<file path="config.mk">
export PLATFORM = sky130hd
export DESIGN_NAME = acia_fifo_flat
export DESIGN_NICKNAME = d
export VERILOG_FILES = /design/src/rtl/acia_fifo_if.sv /design/src/rtl/acia_fifo.sv /design/src/flat_wrapper.sv
export SDC_FILE = /design/constraint.sdc
export NUM_CORES = 1
export LEC_CHECK = 0
export ABC_AREA = 1
export CORE_MARGIN = 8
export CORE_UTILIZATION = 49
export CTS_CLUSTER_DIAMETER = 30
export DETAILED_ROUTE_END_ITERATION = 8
export PLACE_DENSITY = 0.63
export SLEW_MARGIN = 20
export SYNTH_ARGS = -nofsm -noshare
export SYNTH_HDL_FRONTEND = slang
export SYNTH_SLANG_ARGS = --single-unit
</file>
<file path="constraint.sdc">
create_clock -name clk -period 2.44 [get_ports clk]
set_input_delay 0.61 -clock clk [delete_from_list [all_inputs] [get_ports clk]]
set_output_delay 0.61 -clock clk [all_outputs]
set_load 0.01 [all_outputs]
</file>
<file path="src/rtl/acia_fifo_if.sv">
// CPU-side register bus of the FIFO-buffered ACIA.
// The master drives the select, strobe, address and write data.
// The slave returns the registered read data and the interrupt request.
interface acia_fifo_if;
  logic       cs;
  logic       we;
  logic [1:0] addr;
  logic [7:0] din;
  logic [7:0] dout;
  logic       irq;

  modport master (
    output cs, we, addr, din,
    input  dout, irq
  );

  modport slave (
    input  cs, we, addr, din,
    output dout, irq
  );
endinterface

</file>
<file path="src/rtl/acia_fifo.sv">
// FIFO-buffered ACIA: 8N1 serial transmitter and receiver.
// Each direction has its own FIFO, and both are reached through a 4-register CPU bus.
// Register map: 0 ctrl/status, 1 data, 2 RX level, 3 TX level.
module acia_fifo #(
  parameter int CLK_FREQ   = 32000000,
  parameter int SYM_RATE   = 115200,
  parameter int FIFO_DEPTH = 16
) (
  input  logic       clk,
  input  logic       rst,
  acia_fifo_if.slave bus,
  input  logic       rx,
  output logic       tx
);
  localparam int SYM_CNT = CLK_FREQ / SYM_RATE;
  localparam int HALF    = (SYM_CNT / 2 > 0) ? SYM_CNT / 2 : 1;
  localparam int AW      = $clog2(FIFO_DEPTH);
  localparam int CW      = (SYM_CNT > 1) ? $clog2(SYM_CNT) : 1;

  localparam logic [CW-1:0] BIT_LAST  = CW'(SYM_CNT - 1);
  localparam logic [CW-1:0] HALF_LAST = CW'(HALF - 1);
  localparam logic [AW:0]   DEPTH_C   = (AW + 1)'(FIFO_DEPTH);

  typedef enum logic [1:0] {IDLE, START, DATA, STOP} state_t;

  // ---------------------------------------------------------------
  // Bus decode
  // ---------------------------------------------------------------
  logic wr_ctrl, wr_data, rd_any, rd_status, rd_data;
  logic soft_rst, clr, rx_flush, tx_flush;

  assign wr_ctrl   = bus.cs &  bus.we & (bus.addr == 2'd0);
  assign wr_data   = bus.cs &  bus.we & (bus.addr == 2'd1);
  assign rd_any    = bus.cs & ~bus.we;
  assign rd_status = rd_any & (bus.addr == 2'd0);
  assign rd_data   = rd_any & (bus.addr == 2'd1);
  assign soft_rst  = wr_ctrl & (bus.din[1:0] == 2'b11);
  // The soft reset clears everything a hard reset does, except the interrupt enables.
  assign clr       = rst | soft_rst;
  assign rx_flush  = wr_ctrl & bus.din[2];
  assign tx_flush  = wr_ctrl & bus.din[3];

  // ---------------------------------------------------------------
  // Control / status registers
  // ---------------------------------------------------------------
  logic rxie_reg, txie_reg, ovr_reg, fe_reg;
  logic ovr_set, fe_set;
  logic irq_int;

  // The interrupt enables are loaded by every control write and cleared only by a hard reset.
  always_ff @(posedge clk) begin
    if (rst) begin
      rxie_reg <= 1'b0;
      txie_reg <= 1'b0;
    end else if (wr_ctrl) begin
      rxie_reg <= bus.din[7];
      txie_reg <= bus.din[6];
    end
  end

  // Sticky error flags are cleared by a status read, but a new error in the same cycle takes priority.
  always_ff @(posedge clk) begin
    if (clr) begin
      ovr_reg <= 1'b0;
      fe_reg  <= 1'b0;
    end else begin
      if (ovr_set)        ovr_reg <= 1'b1;
      else if (rd_status) ovr_reg <= 1'b0;
      if (fe_set)         fe_reg  <= 1'b1;
      else if (rd_status) fe_reg  <= 1'b0;
    end
  end

  // ---------------------------------------------------------------
  // TX FIFO
  // ---------------------------------------------------------------
  logic [7:0]    tx_mem [FIFO_DEPTH];
  logic [AW-1:0] tx_wr_ptr_reg, tx_rd_ptr_reg;
  logic [AW:0]   tx_count_reg;
  logic          tx_full, tx_empty, tx_push, tx_pop;

  assign tx_full  = (tx_count_reg == DEPTH_C);
  assign tx_empty = (tx_count_reg == '0);
  // When the engine pops in the same cycle, a slot is freed, so a push into a full FIFO is still accepted.
  assign tx_push  = wr_data & (~tx_full | tx_pop);

  // TX storage array (no reset, so it maps onto RAM)
  always_ff @(posedge clk) begin
    if (tx_push) tx_mem[tx_wr_ptr_reg] <= bus.din;
  end

  // TX FIFO pointers and occupancy; pointer overflow wraps modulo the depth
  always_ff @(posedge clk) begin
    if (clr || tx_flush) begin
      tx_wr_ptr_reg <= '0;
      tx_rd_ptr_reg <= '0;
      tx_count_reg  <= '0;
    end else begin
      if (tx_push) tx_wr_ptr_reg <= tx_wr_ptr_reg + AW'(1);
      if (tx_pop)  tx_rd_ptr_reg <= tx_rd_ptr_reg + AW'(1);
      tx_count_reg <= tx_count_reg + (AW + 1)'(tx_push) - (AW + 1)'(tx_pop);
    end
  end

  // ---------------------------------------------------------------
  // TX engine
  // ---------------------------------------------------------------
  state_t        tx_state_reg, tx_state_next;
  logic [CW-1:0] tx_cnt_reg, tx_cnt_next;
  logic [2:0]    tx_bit_reg, tx_bit_next;
  logic [7:0]    tx_shift_reg, tx_shift_next;
  logic          tx_reg, tx_line_next;

  // TX state register; the line output is registered one cycle behind the state
  always_ff @(posedge clk) begin
    if (clr) begin
      tx_state_reg <= IDLE;
      tx_cnt_reg   <= '0;
      tx_bit_reg   <= '0;
      tx_shift_reg <= '0;
      tx_reg       <= 1'b1;
    end else begin
      tx_state_reg <= tx_state_next;
      tx_cnt_reg   <= tx_cnt_next;
      tx_bit_reg   <= tx_bit_next;
      tx_shift_reg <= tx_shift_next;
      tx_reg       <= tx_line_next;
    end
  end

  // TX next state: fetch a byte, then shift out start, 8 data bits LSB first, and stop
  always_comb begin
    tx_state_next = tx_state_reg;
    tx_cnt_next   = tx_cnt_reg;
    tx_bit_next   = tx_bit_reg;
    tx_shift_next = tx_shift_reg;
    tx_pop        = 1'b0;
    tx_line_next  = 1'b1;
    case (tx_state_reg)
      IDLE: begin
        if (!tx_empty) begin
          tx_pop        = 1'b1;
          tx_shift_next = tx_mem[tx_rd_ptr_reg];
          tx_cnt_next   = '0;
          tx_state_next = START;
        end
      end
      START: begin
        tx_line_next = 1'b0;
        if (tx_cnt_reg == BIT_LAST) begin
          tx_cnt_next   = '0;
          tx_bit_next   = '0;
          tx_state_next = DATA;
        end else begin
          tx_cnt_next = tx_cnt_reg + CW'(1);
        end
      end
      DATA: begin
        tx_line_next = tx_shift_reg[0];
        if (tx_cnt_reg == BIT_LAST) begin
          tx_cnt_next   = '0;
          tx_shift_next = {1'b0, tx_shift_reg[7:1]};
          if (tx_bit_reg == 3'd7) tx_state_next = STOP;
          else                    tx_bit_next   = tx_bit_reg + 3'd1;
        end else begin
          tx_cnt_next = tx_cnt_reg + CW'(1);
        end
      end
      default: begin  // STOP
        tx_line_next = 1'b1;
        if (tx_cnt_reg == BIT_LAST) begin
          tx_cnt_next = '0;
          // Chain directly into the next frame so there is no idle gap between frames.
          if (!tx_empty) begin
            tx_pop        = 1'b1;
            tx_shift_next = tx_mem[tx_rd_ptr_reg];
            tx_state_next = START;
          end else begin
            tx_state_next = IDLE;
          end
        end else begin
          tx_cnt_next = tx_cnt_reg + CW'(1);
        end
      end
    endcase
  end

  assign tx = tx_reg;

  // ---------------------------------------------------------------
  // RX FIFO
  // ---------------------------------------------------------------
  logic [7:0]    rx_mem [FIFO_DEPTH];
  logic [AW-1:0] rx_wr_ptr_reg, rx_rd_ptr_reg;
  logic [AW:0]   rx_count_reg;
  logic          rx_full, rx_empty, rx_push, rx_pop, rx_byte_ok;
  logic [7:0]    rx_shift_reg;

  assign rx_full  = (rx_count_reg == DEPTH_C);
  assign rx_empty = (rx_count_reg == '0);
  assign rx_pop   = rd_data & ~rx_empty;
  // A CPU pop in the same cycle frees a slot, so a completed byte is still accepted by a full FIFO.
  assign rx_push  = rx_byte_ok & (~rx_full | rx_pop);
  assign ovr_set  = rx_byte_ok & rx_full & ~rx_pop;

  // RX storage array (no reset, so it maps onto RAM)
  always_ff @(posedge clk) begin
    if (rx_push) rx_mem[rx_wr_ptr_reg] <= rx_shift_reg;
  end

  // RX FIFO pointers and occupancy
  always_ff @(posedge clk) begin
    if (clr || rx_flush) begin
      rx_wr_ptr_reg <= '0;
      rx_rd_ptr_reg <= '0;
      rx_count_reg  <= '0;
    end else begin
      if (rx_push) rx_wr_ptr_reg <= rx_wr_ptr_reg + AW'(1);
      if (rx_pop)  rx_rd_ptr_reg <= rx_rd_ptr_reg + AW'(1);
      rx_count_reg <= rx_count_reg + (AW + 1)'(rx_push) - (AW + 1)'(rx_pop);
    end
  end

  // ---------------------------------------------------------------
  // RX engine
  // ---------------------------------------------------------------
  logic          rx_s1_reg, rx_s2_reg, rx_s3_reg;
  state_t        rx_state_reg, rx_state_next;
  logic [CW-1:0] rx_cnt_reg, rx_cnt_next;
  logic [2:0]    rx_bit_reg, rx_bit_next;
  logic [7:0]    rx_shift_next;

  // Two-flop synchroniser, plus a third flop used to detect the falling edge
  always_ff @(posedge clk) begin
    if (clr) begin
      rx_s1_reg <= 1'b1;
      rx_s2_reg <= 1'b1;
      rx_s3_reg <= 1'b1;
    end else begin
      rx_s1_reg <= rx;
      rx_s2_reg <= rx_s1_reg;
      rx_s3_reg <= rx_s2_reg;
    end
  end

  // RX state register
  always_ff @(posedge clk) begin
    if (clr) begin
      rx_state_reg <= IDLE;
      rx_cnt_reg   <= '0;
      rx_bit_reg   <= '0;
      rx_shift_reg <= '0;
    end else begin
      rx_state_reg <= rx_state_next;
      rx_cnt_reg   <= rx_cnt_next;
      rx_bit_reg   <= rx_bit_next;
      rx_shift_reg <= rx_shift_next;
    end
  end

  // RX next state: confirm the start bit at half a bit, then sample each later bit at its centre
  always_comb begin
    rx_state_next = rx_state_reg;
    rx_cnt_next   = rx_cnt_reg;
    rx_bit_next   = rx_bit_reg;
    rx_shift_next = rx_shift_reg;
    rx_byte_ok    = 1'b0;
    fe_set        = 1'b0;
    case (rx_state_reg)
      IDLE: begin
        if (rx_s3_reg && !rx_s2_reg) begin
          rx_cnt_next   = '0;
          rx_state_next = START;
        end
      end
      START: begin
        if (rx_cnt_reg == HALF_LAST) begin
          rx_cnt_next = '0;
          rx_bit_next = '0;
          // A line that is high again at this point is a glitch, not a start bit.
          rx_state_next = rx_s2_reg ? IDLE : DATA;
        end else begin
          rx_cnt_next = rx_cnt_reg + CW'(1);
        end
      end
      DATA: begin
        if (rx_cnt_reg == BIT_LAST) begin
          rx_cnt_next   = '0;
          rx_shift_next = {rx_s2_reg, rx_shift_reg[7:1]};
          if (rx_bit_reg == 3'd7) rx_state_next = STOP;
          else                    rx_bit_next   = rx_bit_reg + 3'd1;
        end else begin
          rx_cnt_next = rx_cnt_reg + CW'(1);
        end
      end
      default: begin  // STOP
        if (rx_cnt_reg == BIT_LAST) begin
          rx_cnt_next   = '0;
          rx_state_next = IDLE;
          if (rx_s2_reg) rx_byte_ok = 1'b1;
          else           fe_set     = 1'b1;
        end else begin
          rx_cnt_next = rx_cnt_reg + CW'(1);
        end
      end
    endcase
  end

  // ---------------------------------------------------------------
  // Interrupt and read path
  // ---------------------------------------------------------------
  logic [7:0] status, rd_mux, dout_reg;

  assign irq_int = (rxie_reg & (~rx_empty | ovr_reg))
                 | (txie_reg & tx_empty & (tx_state_reg == IDLE));
  assign status  = {irq_int, 1'b0, ovr_reg, fe_reg, tx_full, rx_full, ~tx_full, ~rx_empty};

  // Read data selection; a data read of an empty RX FIFO returns zero
  always_comb begin
    rd_mux = 8'h00;
    case (bus.addr)
      2'd0:    rd_mux = status;
      2'd1:    if (!rx_empty) rd_mux = rx_mem[rx_rd_ptr_reg];
      2'd2:    rd_mux = 8'(rx_count_reg);
      default: rd_mux = 8'(tx_count_reg);
    endcase
  end

  // Read data register: updated only by a read, and holds its value otherwise
  always_ff @(posedge clk) begin
    if (clr)         dout_reg <= 8'h00;
    else if (rd_any) dout_reg <= rd_mux;
  end

  assign bus.dout = dout_reg;
  assign bus.irq  = irq_int;
endmodule

</file>
<file path="src/flat_wrapper.sv">
// flat-port wrapper written by rule: the top's interface ports become plain ports
module acia_fifo_flat 
#(
  parameter int CLK_FREQ   = 32000000,
  parameter int SYM_RATE   = 115200,
  parameter int FIFO_DEPTH = 16
)
  (clk, rst, rx, tx, bus_cs, bus_we, bus_addr, bus_din, bus_dout, bus_irq);
  acia_fifo_if bus_i ();
  input  logic clk;
  input  logic rst;
  input  logic rx;
  output logic tx;
  input wire logic [$bits(bus_i.cs)-1:0] bus_cs;
  input wire logic [$bits(bus_i.we)-1:0] bus_we;
  input wire logic [$bits(bus_i.addr)-1:0] bus_addr;
  input wire logic [$bits(bus_i.din)-1:0] bus_din;
  output wire logic [$bits(bus_i.dout)-1:0] bus_dout;
  output wire logic [$bits(bus_i.irq)-1:0] bus_irq;
  assign bus_i.cs = bus_cs;
  assign bus_i.we = bus_we;
  assign bus_i.addr = bus_addr;
  assign bus_i.din = bus_din;
  assign bus_dout = bus_i.dout;
  assign bus_irq = bus_i.irq;
  acia_fifo #(.CLK_FREQ(CLK_FREQ), .SYM_RATE(SYM_RATE), .FIFO_DEPTH(FIFO_DEPTH)) u_core (.clk(clk), .rst(rst), .bus(bus_i), .rx(rx), .tx(tx));
endmodule
</file>
-- Word level (Yosys, flattened, before mapping)
Memory sizes are Yosys's and may differ from the RTL's. A register that Yosys moved wholly into a read port is not among the register bits.
Cells that the tools add are included.
- bits of input ports: 15
- memories: 2
- logic and storage cells: 168
- bits in writable memories: 256
- bits in registers: 86
- memories (memory ; depth ; width ; rd ports ; clocked after Yosys merged registers in ; wr ports ; line ; RTL):
    u_core.rx_mem ; 16 ; 8 ; 1 ; 1 ; 1 ; acia_fifo.sv:193 ; logic [7:0] rx_mem [FIFO_DEPTH];
    u_core.tx_mem ; 16 ; 8 ; 1 ; 1 ; 1 ; acia_fifo.sv:77 ; logic [7:0] tx_mem [FIFO_DEPTH];
- mux-type cells: 56
- reduce and logical (&&, ||, !) cells: 23
- $add $sub $neg: 12
- eq/ne operators: 24
- bitwise logic cells: 28
- operator list (operator ; number):
    $mux 9 ; 6
    $pmux 8 s3 ; 2
    $mux 8 ; 4
    $mux 2 ; 11
    $add 9x1->9 const B ; 2
    $eq 9x9->1 const B ; 2
    $mux 3 ; 6
    $pmux 9 s2 ; 1
    $and 1x1->1 ; 17
    $add 4x1->4 const B ; 4
    $mux 1 ; 16
    $mux 4 ; 4
    $ne 2x1->1 const B ; 7
    $pmux 2 s3 ; 2
    $pmux 3 s2 ; 2
    $add 5x1->5 ; 2
    $eq 5x5->1 const B ; 2
    $logic_not 5->1 ; 2
    $reduce_and 5->1 ; 2
    $reduce_bool 2->1 ; 5
    $sub 5x1->5 ; 2
    $eq 9x8->1 const B ; 1
    $eq 2x2->1 const B ; 4
    $reduce_and 4->1 ; 2
    16 further kinds ; 35

-- Logic depth before layout (Yosys ltp)
Gate-level depths: netlist (run 1).
- word-level depth: 8
- depth in mapped cells: 18
- depth with buffers taken out: 18

-- Worst setup path after synthesis (run 1)
OpenSTA, ideal clock, no wires.
- path type: register -> register
- start point: register u_core.rx_count_reg[3]
- end point: register u_core.rx_count_reg[4]
- cell stages (with the launch flop): 19
- arrival: 2.422 ns
- slack: -0.104 ns
- path buffers: 0
- cell sequence: dfxtp_1 inv_1 ha_1 nand2_1 nor2_1 nand2_1 nand3_1 inv_2 nand2_2 inv_2 ha_1 inv_1 ha_1 inv_1 fa_1 o21ai_0 a21oi_1 o21ai_0 a21oi_1
- cells in the longest elaborated chain, start to end: 7
- elaborated cells on any way between the ends: 9
- ends and longest elaborated chain (what ; line ; RTL):
    start: declaration ; acia_fifo.sv:195 ; logic [AW:0] rx_count_reg;
    start signal: assignment ; acia_fifo.sv:220 ; rx_count_reg <= rx_count_reg + (AW + 1)'(rx_push) - (AW + 1)'(rx_pop);
    $logic_not 5->1 * ; acia_fifo.sv:200 ; assign rx_empty = (rx_count_reg == '0);
    $not 1->1 * ; acia_fifo.sv:201 ; assign rx_pop = rd_data & ~rx_empty;
    $and 1x1->1 * ; acia_fifo.sv:201 ;
    via u_core.rx_pop ; acia_fifo.sv:196 ; logic rx_full, rx_empty, rx_push, rx_pop, rx_byte_ok;
    $or 1x1->1 ; acia_fifo.sv:203 ; assign rx_push = rx_byte_ok & (~rx_full | rx_pop);
    $and 1x1->1 ; acia_fifo.sv:203 ;
    $add 5x1->5 ; acia_fifo.sv:220 ;
    $sub 5x1->5 * ; acia_fifo.sv:220 ;
The timed path passes the listed nets; every way through them passes the cells marked *.
A chain may end at the register's enable or synchronous reset.

-- Worst setup path after layout (run 1)
- start point: register u_core.tx_count_reg[2]
- end point: register u_core.tx_count_reg[4]
- cells in the longest elaborated chain, start to end: 8
- elaborated cells on any way between the ends: 10
- ends and longest elaborated chain (what ; line ; RTL):
    start: declaration ; acia_fifo.sv:79 ; logic [AW:0] tx_count_reg;
    start signal: assignment ; acia_fifo.sv:101 ; tx_count_reg <= tx_count_reg + (AW + 1)'(tx_push) - (AW + 1)'(tx_pop);
    $logic_not 5->1 ; acia_fifo.sv:83 ; assign tx_empty = (tx_count_reg == '0);
    $mux 1 ; acia_fifo.sv:141, acia_fifo.sv:174 ;
    $mux 1 ; acia_fifo.sv:171 ; if (tx_cnt_reg == BIT_LAST) begin
    $pmux 1 s2 ; acia_fifo.sv:139 ; case (tx_state_reg)
    $or 1x1->1 ; acia_fifo.sv:85 ; assign tx_push = wr_data & (~tx_full | tx_pop);
    $and 1x1->1 ; acia_fifo.sv:85 ;
    $add 5x1->5 ; acia_fifo.sv:101 ;
    $sub 5x1->5 * ; acia_fifo.sv:101 ;
Mark *: on every way between the ends. The rest lies on a longest branch, timed or not.

==> results of run 1 <==
-- where the power goes --
group | switching, mW | internal [mW] | leakage (nW)
combinational | 2.18 | 1.42 | 3.19
clock | 3.36 | 6.99 | 1.29
sequential | 0.197 | 6.56 | 3.41
total | 5.73 | 15.0 | 7.88
-- cell usage after synthesis (all sizes together), types with 3 or more instances --
library cell	n	share of area [%]
nand3	142	4.8
xor2	11	0.63
o22ai	3	0.12
inv	167	4.1
buf	42	1.5
ha	34	2.8
nor2	120	3.3
dfxtp	94	12
a211oi	3	0.15
o221ai	5	0.29
clkinv	4	0.13
a21oi	110	3.7
nand4	9	0.45
or2	7	0.29
nand2	300	7.8
edfxtp	256	50
nor3	29	1.2
o21ai	90	3.0
o211ai	35	1.7
clkbuf	19	0.47
-- metrics by stage --
step	util, %	instances
final	63.74	2115
after global routing	63.74	2115
after CTS	63.04	2104
after detailed placement	53.99	1956
after global placement	53.99	1956
after floorplan	-	1494
-- critical path, stage by stage, from the launching register on --
cell and delay, ns:
dfxtp_2 0.32, inv_2 0.08, ha_4 0.13, inv_2 0.04, nor3_4 0.17, nand2_2 0.12
buf_4 0.16, nand3_4 0.08, inv_4 0.04, nand2_4 0.05, nand2_2 0.06, ha_4 0.18
fa_2 0.37, inv_2 0.08, o21ai_2 0.06, a21oi_2 0.19, buf_4 0.14, a21oi_1 0.06
-- layout make-up --
type / instances / area, sq um
Inverter: 171 / 654.4
Fill cell: 2379 / 11120
Sequential cell: 350 / 9584
Clock buffer: 102 / 2102
Multi-Input combinational cell: 912 / 4933
Clock inverter: 40 / 563.0
Timing Repair Buffer: 144 / 1216
Tap cell: 396 / 495.5
-- cell families after synthesis --
group	after synthesis	share of synthesized area [%]
AO/OA/AOI/OAI	252	9.265
buffers and inverters	232	6.242
adder cells (fa/ha/maj)	36	3.047
AND/OR/NAND/NOR	612	18.11
XOR/XNOR	12	0.6881
flip-flops	350	62.65
-- how the worst min path moves through the flow --
stage,from,end,slack (ns),depth (start not counted)
floorplan,u_core.rx_s1_reg,u_core.rx_s2_reg,0.39,1
global placement,u_core.rx_s1_reg,u_core.rx_s2_reg,0.39,1
detailed placement,u_core.rx_s1_reg,u_core.rx_s2_reg,0.40,1
CTS,u_core.rx_s1_reg,u_core.rx_s2_reg,0.41,1
global route,u_core.rx_s1_reg,u_core.rx_s2_reg,0.41,1
finish,u_core.rx_s1_reg,u_core.rx_s2_reg,0.41,1
-- metal layers --
metal	GRT usage, %	vias to the layer above	part of all wire (%)
li1	-	5461	-
met1	26.86	5297	44
met2	31.01	350	46
met3	4.030	70	6.5
met4	7.785	0	2.9
met5	0	-	0
-- repair_timing --
action                     CTS  global route
buffers inserted             6            12
setup endpoints to repair    4             7
pin swaps                   13            17
cloned                       0             0
gates resized for setup     29            40
==> reports/qor.csv, run 1 <==
metric;value;unit
Pleak;7.882;nW
Worst Path Max Fanout;3;
I/O pins;25;
Synth warnings;0;
CTS buffer count;77;
Peak VDD IR;0.7627;mV
share of cells above drive strength 1;20.36;%
Worst setup SP type;flip-flop;
CP required;2.87;ns
fmax;0.4055;GHz
# rows;64;
crit path capture;u_core.tx_count_reg[4];
max_slew headroom;43.69;%
worst slew pin tran;0.8434;ns
final setup margin;-0.02626;ns
Die H;192.6;microns
total track usage;19.84;%
Max-Cap Viols;0;
Final period util;101.1;%
EDFF count, synth;256;
crit path from;u_core.tx_count_reg[2];
commonest cells after routing, fill and taps aside;277 x nand2_1, 256 x edfxtp_1, 143 x inv_1;
WL/cell;17.40;microns
die area;0.03708;sq mm
HPWL after detailed placement;23100;microns
DRT iter0 DRCs;908;
failing checks;negative setup slack;
ys async rst share;0;%
status;finished, violations left;
number of synthesized register bits;350;
Final Max Tran Viols;0;
clk slew on worst S/H paths;0.04;ns
Initial Utilization;49.80;%
Nets;1707;
Clock Path Buffers;3;
routed vias/inst;5.285;
area grow syn2layout;27.98;%
initial antenna violation count;0;
synth unique cells;50;
Die Wd;192.6;microns
Arrival @ worst endpoint;2.89;ns
hold_buf cts;0;
via count;11180;
R2R Path End;u_core.tx_count_reg[4];
commonest non-fill, non-tap cell in the layout;nand2_1;
Tot Pwr;20.70;mW
Hold/Removal Path Class;flip-flop to flip-flop;
CTS tree;yes;
worst r2r src;u_core.tx_count_reg[2];
clk_skew;0.03859;ns
DRC viols;0;
vias in the first global route;10870;
Placement Setup Slack;-0.5251;ns
total negative slack;-0.03594;ns
synthesized cell area;0.01527;sq mm
P per Cell Area;1059;mW/mm^2
RSZ-0062 raised after global routing;true;
DP Area;0.01656;sq mm
RD Place Congestion;0.8547;
ys flop type;edfxtp_1;
R2R depth;17;
Crit. End Element;flip-flop;
largest net degree at the start of global routing;65;
n_diodes;0;
core area;0.03067;sq mm
final WL;36790;microns
crit path time final;2.466;ns
final hold violation count;0;
Syn Nets;1545;
first-pass GRT wire length;57590;microns
sequential share of the synthesized area;62.65;%
fin area;0.01955;sq mm
H-tree Lvls;3;
Mapped Cells;1494;
clk_lat worst skew;0.58;ns
clock root buffer;clkbuf_16;
Avg Cell Area, Syn;10.22;sq um
clk sinks;350;
grt total ovfl;0;
drt pass-1 iters;5;
Top Registers;u_core.rx_mem x128, u_core.tx_mem x128;
worst reg2reg setup slack;-0.03;ns
Worst Hold Slack;0.4062;ns
PortBufs;24;
DRT antenna net count;0;
kind of critical path;flip-flop to flip-flop;
# setup viols final;2;
Note: power is estimated with default switching activity, not from simulation.
==> run 2: changes to the inputs <==
ABC_CLOCK_PERIOD_IN_PS = 2440   (was unset)
==> results of run 2 <==
Final layout, timing and power as in run 1 (identical DEF).
